$ cat src/rtl/rgb555_frame_reader_pkg.sv
`default_nettype none
// ============================================================================
// Module   : rgb555_frame_reader_pkg
// Brief    : Packed RGB555 pixel layout and reader state encoding, shared with
//            the averager and the camera writer.
// Revision : 1.0 - initial release
// ============================================================================
package rgb555_frame_reader_pkg;

    localparam int PIX_R_MSB = 14;
    localparam int PIX_R_LSB = 10;
    localparam int PIX_G_MSB = 9;
    localparam int PIX_G_LSB = 5;
    localparam int PIX_B_MSB = 4;
    localparam int PIX_B_LSB = 0;
    localparam int CH_IN_W   = 5;
    localparam int CH_OUT_W  = 10;
    localparam int PIX_W     = PIX_R_MSB + 1;

    typedef enum logic [1:0] {
        ST_IDLE  = 2'd0,
        ST_FETCH = 2'd1,
        ST_DONE  = 2'd2
    } readerState_t;

    // Bit replication keeps full-scale inputs at full scale (1F -> 3FF).
    function automatic logic [CH_OUT_W-1:0] expandChannel(input logic [CH_IN_W-1:0] ch);
        return {ch, ch};
    endfunction

endpackage
`default_nettype wire

$ cat src/rtl/rgb555_frame_reader_sync_fifo.sv
`default_nettype none
// ============================================================================
// Module   : rgb555_frame_reader_sync_fifo
// Brief    : Single-clock FIFO with flush and occupancy count; read data is the
//            head entry (no write-to-read bypass).
// Revision : 1.0 - initial release
// ============================================================================
module rgb555_frame_reader_sync_fifo #(
    parameter int WIDTH = 15,
    parameter int DEPTH = 8
) (
    input  logic                       clk,
    input  logic                       rst,
    input  logic                       i_flush,
    input  logic                       i_wr,
    input  logic [WIDTH-1:0]           i_wrData,
    input  logic                       i_rd,
    output logic [WIDTH-1:0]           o_rdData,
    output logic [$clog2(DEPTH):0]     o_count
);

    localparam int PTR_W = $clog2(DEPTH);
    localparam int CNT_W = PTR_W + 1;

    logic [WIDTH-1:0] r_mem [DEPTH];
    logic [PTR_W-1:0] r_wrPtr;
    logic [PTR_W-1:0] r_rdPtr;
    logic [CNT_W-1:0] r_count;
    logic             w_rdEn;

    assign w_rdEn   = i_rd && (r_count != '0);
    assign o_rdData = r_mem[r_rdPtr];
    assign o_count  = r_count;

    always_ff @(posedge clk) begin
        if (i_wr && !i_flush) begin
            r_mem[r_wrPtr] <= i_wrData;
        end
    end

    // Depth is a power of two, so the pointers wrap on their own.
    always_ff @(posedge clk or posedge rst) begin
        if (rst) begin
            r_wrPtr <= '0;
            r_rdPtr <= '0;
            r_count <= '0;
        end else if (i_flush) begin
            r_wrPtr <= '0;
            r_rdPtr <= '0;
            r_count <= '0;
        end else begin
            if (i_wr) begin
                r_wrPtr <= r_wrPtr + PTR_W'(1);
            end
            if (w_rdEn) begin
                r_rdPtr <= r_rdPtr + PTR_W'(1);
            end
            r_count <= r_count + CNT_W'(i_wr) - CNT_W'(w_rdEn);
        end
    end

endmodule
`default_nettype wire

$ cat src/rtl/rgb555_frame_reader.sv
`default_nettype none
// ============================================================================
// Module   : rgb555_frame_reader
// Brief    : Raster-order frame-buffer prefetcher that unpacks RGB555 words to
//            10-bit RGB for the VGA controller.
// Revision : 1.0 - initial release
// ============================================================================
module rgb555_frame_reader
    import rgb555_frame_reader_pkg::*;
#(
    parameter int H_ACTIVE   = 640,
    parameter int V_ACTIVE   = 480,
    parameter int FIFO_DEPTH = 8,
    parameter int ADDR_W     = 19
) (
    input  logic                iCLK,
    input  logic                iRST,
    input  logic                iFrameStart,
    output logic                oRdReq,
    output logic [ADDR_W-1:0]   oRdAddr,
    input  logic                iRdAck,
    input  logic                iRdValid,
    input  logic [15:0]         iRdData,
    input  logic                iPixReq,
    output logic [CH_OUT_W-1:0] oRed,
    output logic [CH_OUT_W-1:0] oGreen,
    output logic [CH_OUT_W-1:0] oBlue,
    output logic                oUnderflow,
    input  logic                iClrErr
);

    localparam int CNT_W = $clog2(FIFO_DEPTH) + 1;
    localparam int SUM_W = CNT_W + 1;
    localparam logic [ADDR_W-1:0] c_lastAddr = ADDR_W'(H_ACTIVE * V_ACTIVE - 1);

    readerState_t      r_state;
    readerState_t      w_nextState;
    logic [ADDR_W-1:0] r_addr;
    logic [CNT_W-1:0]  r_outstanding;
    logic [CNT_W-1:0]  r_discard;
    logic [CNT_W-1:0]  w_fifoCount;
    logic [PIX_W-1:0]  w_fifoData;
    logic [SUM_W-1:0]  w_used;
    logic              w_credit;
    logic              w_ack;
    logic              w_validLive;
    logic              w_drop;
    logic              w_fifoWr;
    logic              w_fifoRd;
    logic              w_fifoEmpty;
    logic              w_unusedBit;

    assign w_unusedBit = iRdData[15];

    // Words still owed by memory, kept or not, all consume FIFO credit.
    assign w_used      = SUM_W'(w_fifoCount) + SUM_W'(r_outstanding) + SUM_W'(r_discard);
    assign w_credit    = w_used < SUM_W'(FIFO_DEPTH);
    assign w_ack       = oRdReq && iRdAck;
    assign w_validLive = iRdValid && ((r_discard != '0) || (r_outstanding != '0));
    assign w_drop      = iRdValid && (r_discard != '0);
    assign w_fifoWr    = w_validLive && !w_drop && !iFrameStart;
    assign w_fifoEmpty = (w_fifoCount == '0);
    assign w_fifoRd    = iPixReq && !w_fifoEmpty && !iFrameStart;
    assign oRdAddr     = r_addr;

    always_ff @(posedge iCLK or posedge iRST) begin
        if (iRST) begin
            r_state <= ST_IDLE;
        end else begin
            r_state <= w_nextState;
        end
    end

    always_comb begin
        w_nextState = r_state;
        oRdReq      = 1'b0;
        case (r_state)
            ST_IDLE: ;
            ST_FETCH: begin
                oRdReq = w_credit;
                if (w_credit && iRdAck && (r_addr == c_lastAddr)) begin
                    w_nextState = ST_DONE;
                end
            end
            ST_DONE: ;
            default: w_nextState = ST_IDLE;
        endcase
        if (iFrameStart) begin
            w_nextState = ST_FETCH;
        end
    end

    // On restart everything still in flight becomes discard credit.
    always_ff @(posedge iCLK or posedge iRST) begin
        if (iRST) begin
            r_addr        <= '0;
            r_outstanding <= '0;
            r_discard     <= '0;
        end else if (iFrameStart) begin
            r_addr        <= '0;
            r_outstanding <= '0;
            r_discard     <= r_discard + r_outstanding + CNT_W'(w_ack) - CNT_W'(w_validLive);
        end else begin
            if (w_ack && (r_addr != c_lastAddr)) begin
                r_addr <= r_addr + ADDR_W'(1);
            end
            if (w_drop) begin
                r_discard <= r_discard - CNT_W'(1);
            end
            r_outstanding <= r_outstanding + CNT_W'(w_ack) - CNT_W'(w_fifoWr);
        end
    end

    rgb555_frame_reader_sync_fifo #(
        .WIDTH (PIX_W),
        .DEPTH (FIFO_DEPTH)
    ) u_fifo (
        .clk      (iCLK),
        .rst      (iRST),
        .i_flush  (iFrameStart),
        .i_wr     (w_fifoWr),
        .i_wrData (iRdData[PIX_W-1:0]),
        .i_rd     (w_fifoRd),
        .o_rdData (w_fifoData),
        .o_count  (w_fifoCount)
    );

    always_ff @(posedge iCLK or posedge iRST) begin
        if (iRST) begin
            oRed   <= '0;
            oGreen <= '0;
            oBlue  <= '0;
        end else if (iPixReq && w_fifoEmpty) begin
            oRed   <= '0;
            oGreen <= '0;
            oBlue  <= '0;
        end else if (w_fifoRd) begin
            oRed   <= expandChannel(w_fifoData[PIX_R_MSB:PIX_R_LSB]);
            oGreen <= expandChannel(w_fifoData[PIX_G_MSB:PIX_G_LSB]);
            oBlue  <= expandChannel(w_fifoData[PIX_B_MSB:PIX_B_LSB]);
        end
    end

    always_ff @(posedge iCLK or posedge iRST) begin
        if (iRST) begin
            oUnderflow <= 1'b0;
        end else if (iPixReq && w_fifoEmpty) begin
            oUnderflow <= 1'b1;
        end else if (iClrErr) begin
            oUnderflow <= 1'b0;
        end
    end

endmodule
`default_nettype wire
$ cat config.mk
export PLATFORM = sky130hd
export DESIGN_NAME = rgb555_frame_reader
export DESIGN_NICKNAME = d
export VERILOG_FILES = /design/src/rtl/rgb555_frame_reader_pkg.sv /design/src/rtl/rgb555_frame_reader_sync_fifo.sv /design/src/rtl/rgb555_frame_reader.sv
export SDC_FILE = /design/constraint.sdc
export NUM_CORES = 1
export LEC_CHECK = 0
export ABC_AREA = 1
export ABC_CLOCK_PERIOD_IN_PS = 4400
export BUFFER_PORTS_ARGS = -buffer_cell sky130_fd_sc_hd__buf_2
export CAP_MARGIN = 10
export CORE_MARGIN = 1.5
export CORE_UTILIZATION = 44
export CTS_CLUSTER_SIZE = 40
export DETAILED_ROUTE_END_ITERATION = 10
export RECOVER_POWER = 25
export SYNTH_ARGS = -nofsm -noshare
export SYNTH_HDL_FRONTEND = slang
export SYNTH_SLANG_ARGS = --single-unit
$ cat constraint.sdc
create_clock -name iCLK -period 4.4 [get_ports iCLK]
set_input_delay 0.22 -clock iCLK [delete_from_list [all_inputs] [get_ports iCLK]]
set_output_delay 0.22 -clock iCLK [all_outputs]
set_load 0.03 [all_outputs]
==> results.sh <==
export IMPL_clkSinkCount=175
export IMPL_insertion_delay_ps=420
export IMPL_maxCapViolCount=0
export IMPL_rsz0062_at_grt="false"
export IMPL_timing_rr_end="r_discard[2]$_DFFE_PP0P_"
export IMPL_cp_arrival_ps=3700
export IMPL_numPortBuffers=72
export IMPL_clkSlewWorstSetupHoldPaths_ps=70
export IMPL_max_freq_mhz=294
export IMPL_setup_viol=0
export IMPL_ys_warn_count=0
export IMPL_path_cells="fa_1 > ha_1 > a21oi_1 > nand2_1 > nand2_1 > nand4_1 > nor2_1 > nand2_1 > fa_1 > fa_1 > nand2_1 > inv_1 > o21ai_0 > a31oi_1"
export IMPL_place_congestion=0.835
export IMPL_syn_nets=817
export IMPL_wl_per_cell_um=16.5
export IMPL_critPathLaunchType="flop"
export IMPL_crit_start="r_discard[3]$_DFFE_PP0P_"
export IMPL_min_period_over_period=0.773
export IMPL_crit_top_cell="nand2_1"
export IMPL_worst_hold_path_type="primary input to async pin"
export IMPL_synth_cell_types=31
export IMPL_ys_seq_area_frac=0.610
export IMPL_met3_usage=0.0294
export IMPL_r2r_start="r_discard[3]$_DFFE_PP0P_"
export IMPL_die_area_um2=19400
export IMPL_fin_skew_ps=10.2
export IMPL_synthCells=764
export IMPL_final_common_cell="edfxtp_1"
export IMPL_cp_slowest_cell="fa_1"
export IMPL_power_density_nw_per_um2=593
export IMPL_insertedDiodeCount=0
export IMPL_synth_seq_cells=175
export IMPL_die_w_um=139
export IMPL_synthTopCellsByArea="edfxtp_1, dfrtp_1, nor2_1"
export IMPL_slowest_delay_ps=480
export IMPL_core_area_um2=18100
export IMPL_layout_common_cells="edfxtp_1, nor2_1, nand2_1"
export IMPL_start_util=0.451
export IMPL_r2r_setup_slack_ps=1000
export IMPL_grt_max_degree=62
export IMPL_drc_errors=7
export IMPL_cp_num_cells=14
export IMPL_yosysTopAreaCellShare=0.442
export IMPL_ant_nets=0
export IMPL_nNetsFinal=877
export IMPL_dp_hpwl_mm=10.8
export IMPL_fill_cells=1557
export IMPL_violations="design-rule violations"
export IMPL_endpoint="r_discard[2]$_DFFE_PP0P_"
export IMPL_crit_type="flop to flop"
export IMPL_cts_buffers=17
export IMPL_finish_utilization=0.515
export IMPL_pin_count=74
export IMPL_grt_total_usage=0.189
export IMPL_hold_viol_final=0
export IMPL_cp_required_ps=4700
export IMPL_ir_drop_v=0.000389
export IMPL_routed_via_density=5.22
export IMPL_endpoint_kind="flop"
export IMPL_power_total_mw=5.53
export IMPL_area_delta_synth_final_pct=14.2
export IMPL_status="finished, violations left"
export IMPL_die_h_um=139
export IMPL_num_rows=49
export IMPL_r2r_cells=14
export IMPL_clockBufferDepth=2
export IMPL_path_delay_family="adder cells"
export IMPL_met1_usage=0.249
export IMPL_num_vias=5562
export IMPL_grt_ovfl_total=0
export IMPL_p_leak_nw=3.77
export IMPL_cts_tree="built"
export IMPL_finalSetupTns_ps=0
export IMPL_cp_buffers_inverters=1
export IMPL_drive_gt1_frac=0.146
export IMPL_fin_crit_ps=3400
export IMPL_syn_area_um2=8160
export IMPL_wl_mm=17.6
export IMPL_avgSynthCellArea_um2=10.7
export IMPL_drt_iter0_markers=460
export IMPL_antenna_found_initial=0
export IMPL_cp_max_fo=5
export IMPL_root_buffer="clkbuf_16"
export IMPL_drv_slew=0
export IMPL_yosys_area_top_type="edfxtp_1"
export IMPL_grt_pass1_wl_mm=28.4
export IMPL_first_pass_iters=7
export IMPL_grt_busiest_layer="met2"
export IMPL_relSlewSlack=0.482
export IMPL_use_met2=0.319
export IMPL_grt_pass1_vias=5346
export IMPL_htree_levels=4
export IMPL_worst_slew_pin_slew_ps=776
==> per-stage QoR <==
stage	setup slack, ps	instance area (um2)	instances	hold WS, ps
after floorplan	854	8160	764	319
after global placement	1090	8700	1033	413
after detailed placement	1000	8700	1033	430
after CTS	1000	9340	1066	46.2
after global routing	778	9320	1066	101
final	999	9320	1066	22.2
==> how the worst min path moves through the flow <==
| stage | end | slack, ps | depth (start not counted) |
|---|---|---|---|
| floorplan | u_fifo.r_mem[0][0]$_DFFE_PP_ | 320 | 0 |
| global placement | oUnderflow$_DFFE_PP0P_ | 410 | 2 |
| detailed placement | oUnderflow$_DFFE_PP0P_ | 430 | 2 |
| CTS | oRed[7]$_DFFE_PP0P_ | 50 | 3 |
| global route | u_fifo.r_mem[5][12]$_DFFE_PP_ | 100 | 1 |
| finish | oRed[7]$_DFFE_PP0P_ | 20 | 3 |
==> cell usage after synthesis <==
cell type	instances
xnor2_1	6
nor3b_1	2
buf_6	3
nor2_1	112
mux2i_1	15
o22ai_1	15
nand4_1	9
clkinv_1	1
buf_4	15
inv_1	70
nand3_1	35
nand2_1	91
ha_1	23
dfrtp_1	55
fa_1	7
o21ai_0	72
a21oi_1	11
nor3_1	15
a21o_1	2
edfxtp_1	120
buf_2	9
o21ai_2	1
inv_2	1
o211ai_1	31
o21ai_1	6
a31oi_1	3
nor3_4	1
nand2_2	2
nor2_2	1
clkbuf_1	22
xor2_1	8
==> per-layer routing <==
layer	up-vias	part of all wire	wire length, um
li1	2753	-	-
met1	2685	0.47	8250
met2	114	0.49	8690
met3	10	0.030	528
met4	0	0.0089	157
met5	-	0	0
==> layout make-up <==
class                   count  area (um2)  share of cell area
multi-input cells         468        2670               0.287
clock inverters            14         199              0.0213
flip-flops and latches    175        4980               0.534
well taps                 229         287              0.0307
clock buffers              18         429              0.0460
repair buffers             90         480              0.0516
inverters                  72         270              0.0290
==> sequential cells by signal (all words and copies together), names as in the netlist <==
signal / cells
oUnderflow: 1
u_fifo.r_wrPtr: 3
oGreen: 5
u_fifo.r_rdPtr: 3
oRdAddr: 19
r_outstanding: 4
oBlue: 5
r_discard: 4
u_fifo.o_count: 4
u_fifo.r_mem: 120
r_state: 2
oRed: 5
==> power breakdown <==
part           leakage [nW]  switching [mW]  internal [mW]
clock                 0.306           0.675          0.920
combinational          1.66            1.28          0.614
sequential             1.81           0.132           1.91
==> worst register-to-register path: cells and delay by family, from the launching register on <==
kind / cells / cell delay, ps
AND/OR/NAND/NOR: 6 / 590
AO/OA/AOI/OAI: 3 / 510
buffers and inverters: 1 / 30
adder cells (fa/ha/maj): 4 / 1680
flip-flops: 1 / 460
==> logic make-up after synthesis <==
family / count (synthesis) / share of synthesized area
AO/OA/AOI/OAI: 141 / 0.0998
XOR/XNOR: 14 / 0.0150
adder cells (fa/ha/maj): 30 / 0.0525
buffers and inverters: 121 / 0.0667
flip-flops: 175 / 0.610
multiplexers: 15 / 0.0184
AND/OR/NAND/NOR: 268 / 0.137
==> repair_timing <==
action / CTS / global route
resized for setup: 0 / 0
hold buffers: 1 / 0
buffers inserted: 0 / 0
endpoints found under the setup margin: 0 / 0
hold endpoints to repair: 1 / 0
Power figures use the tool's default switching activity.
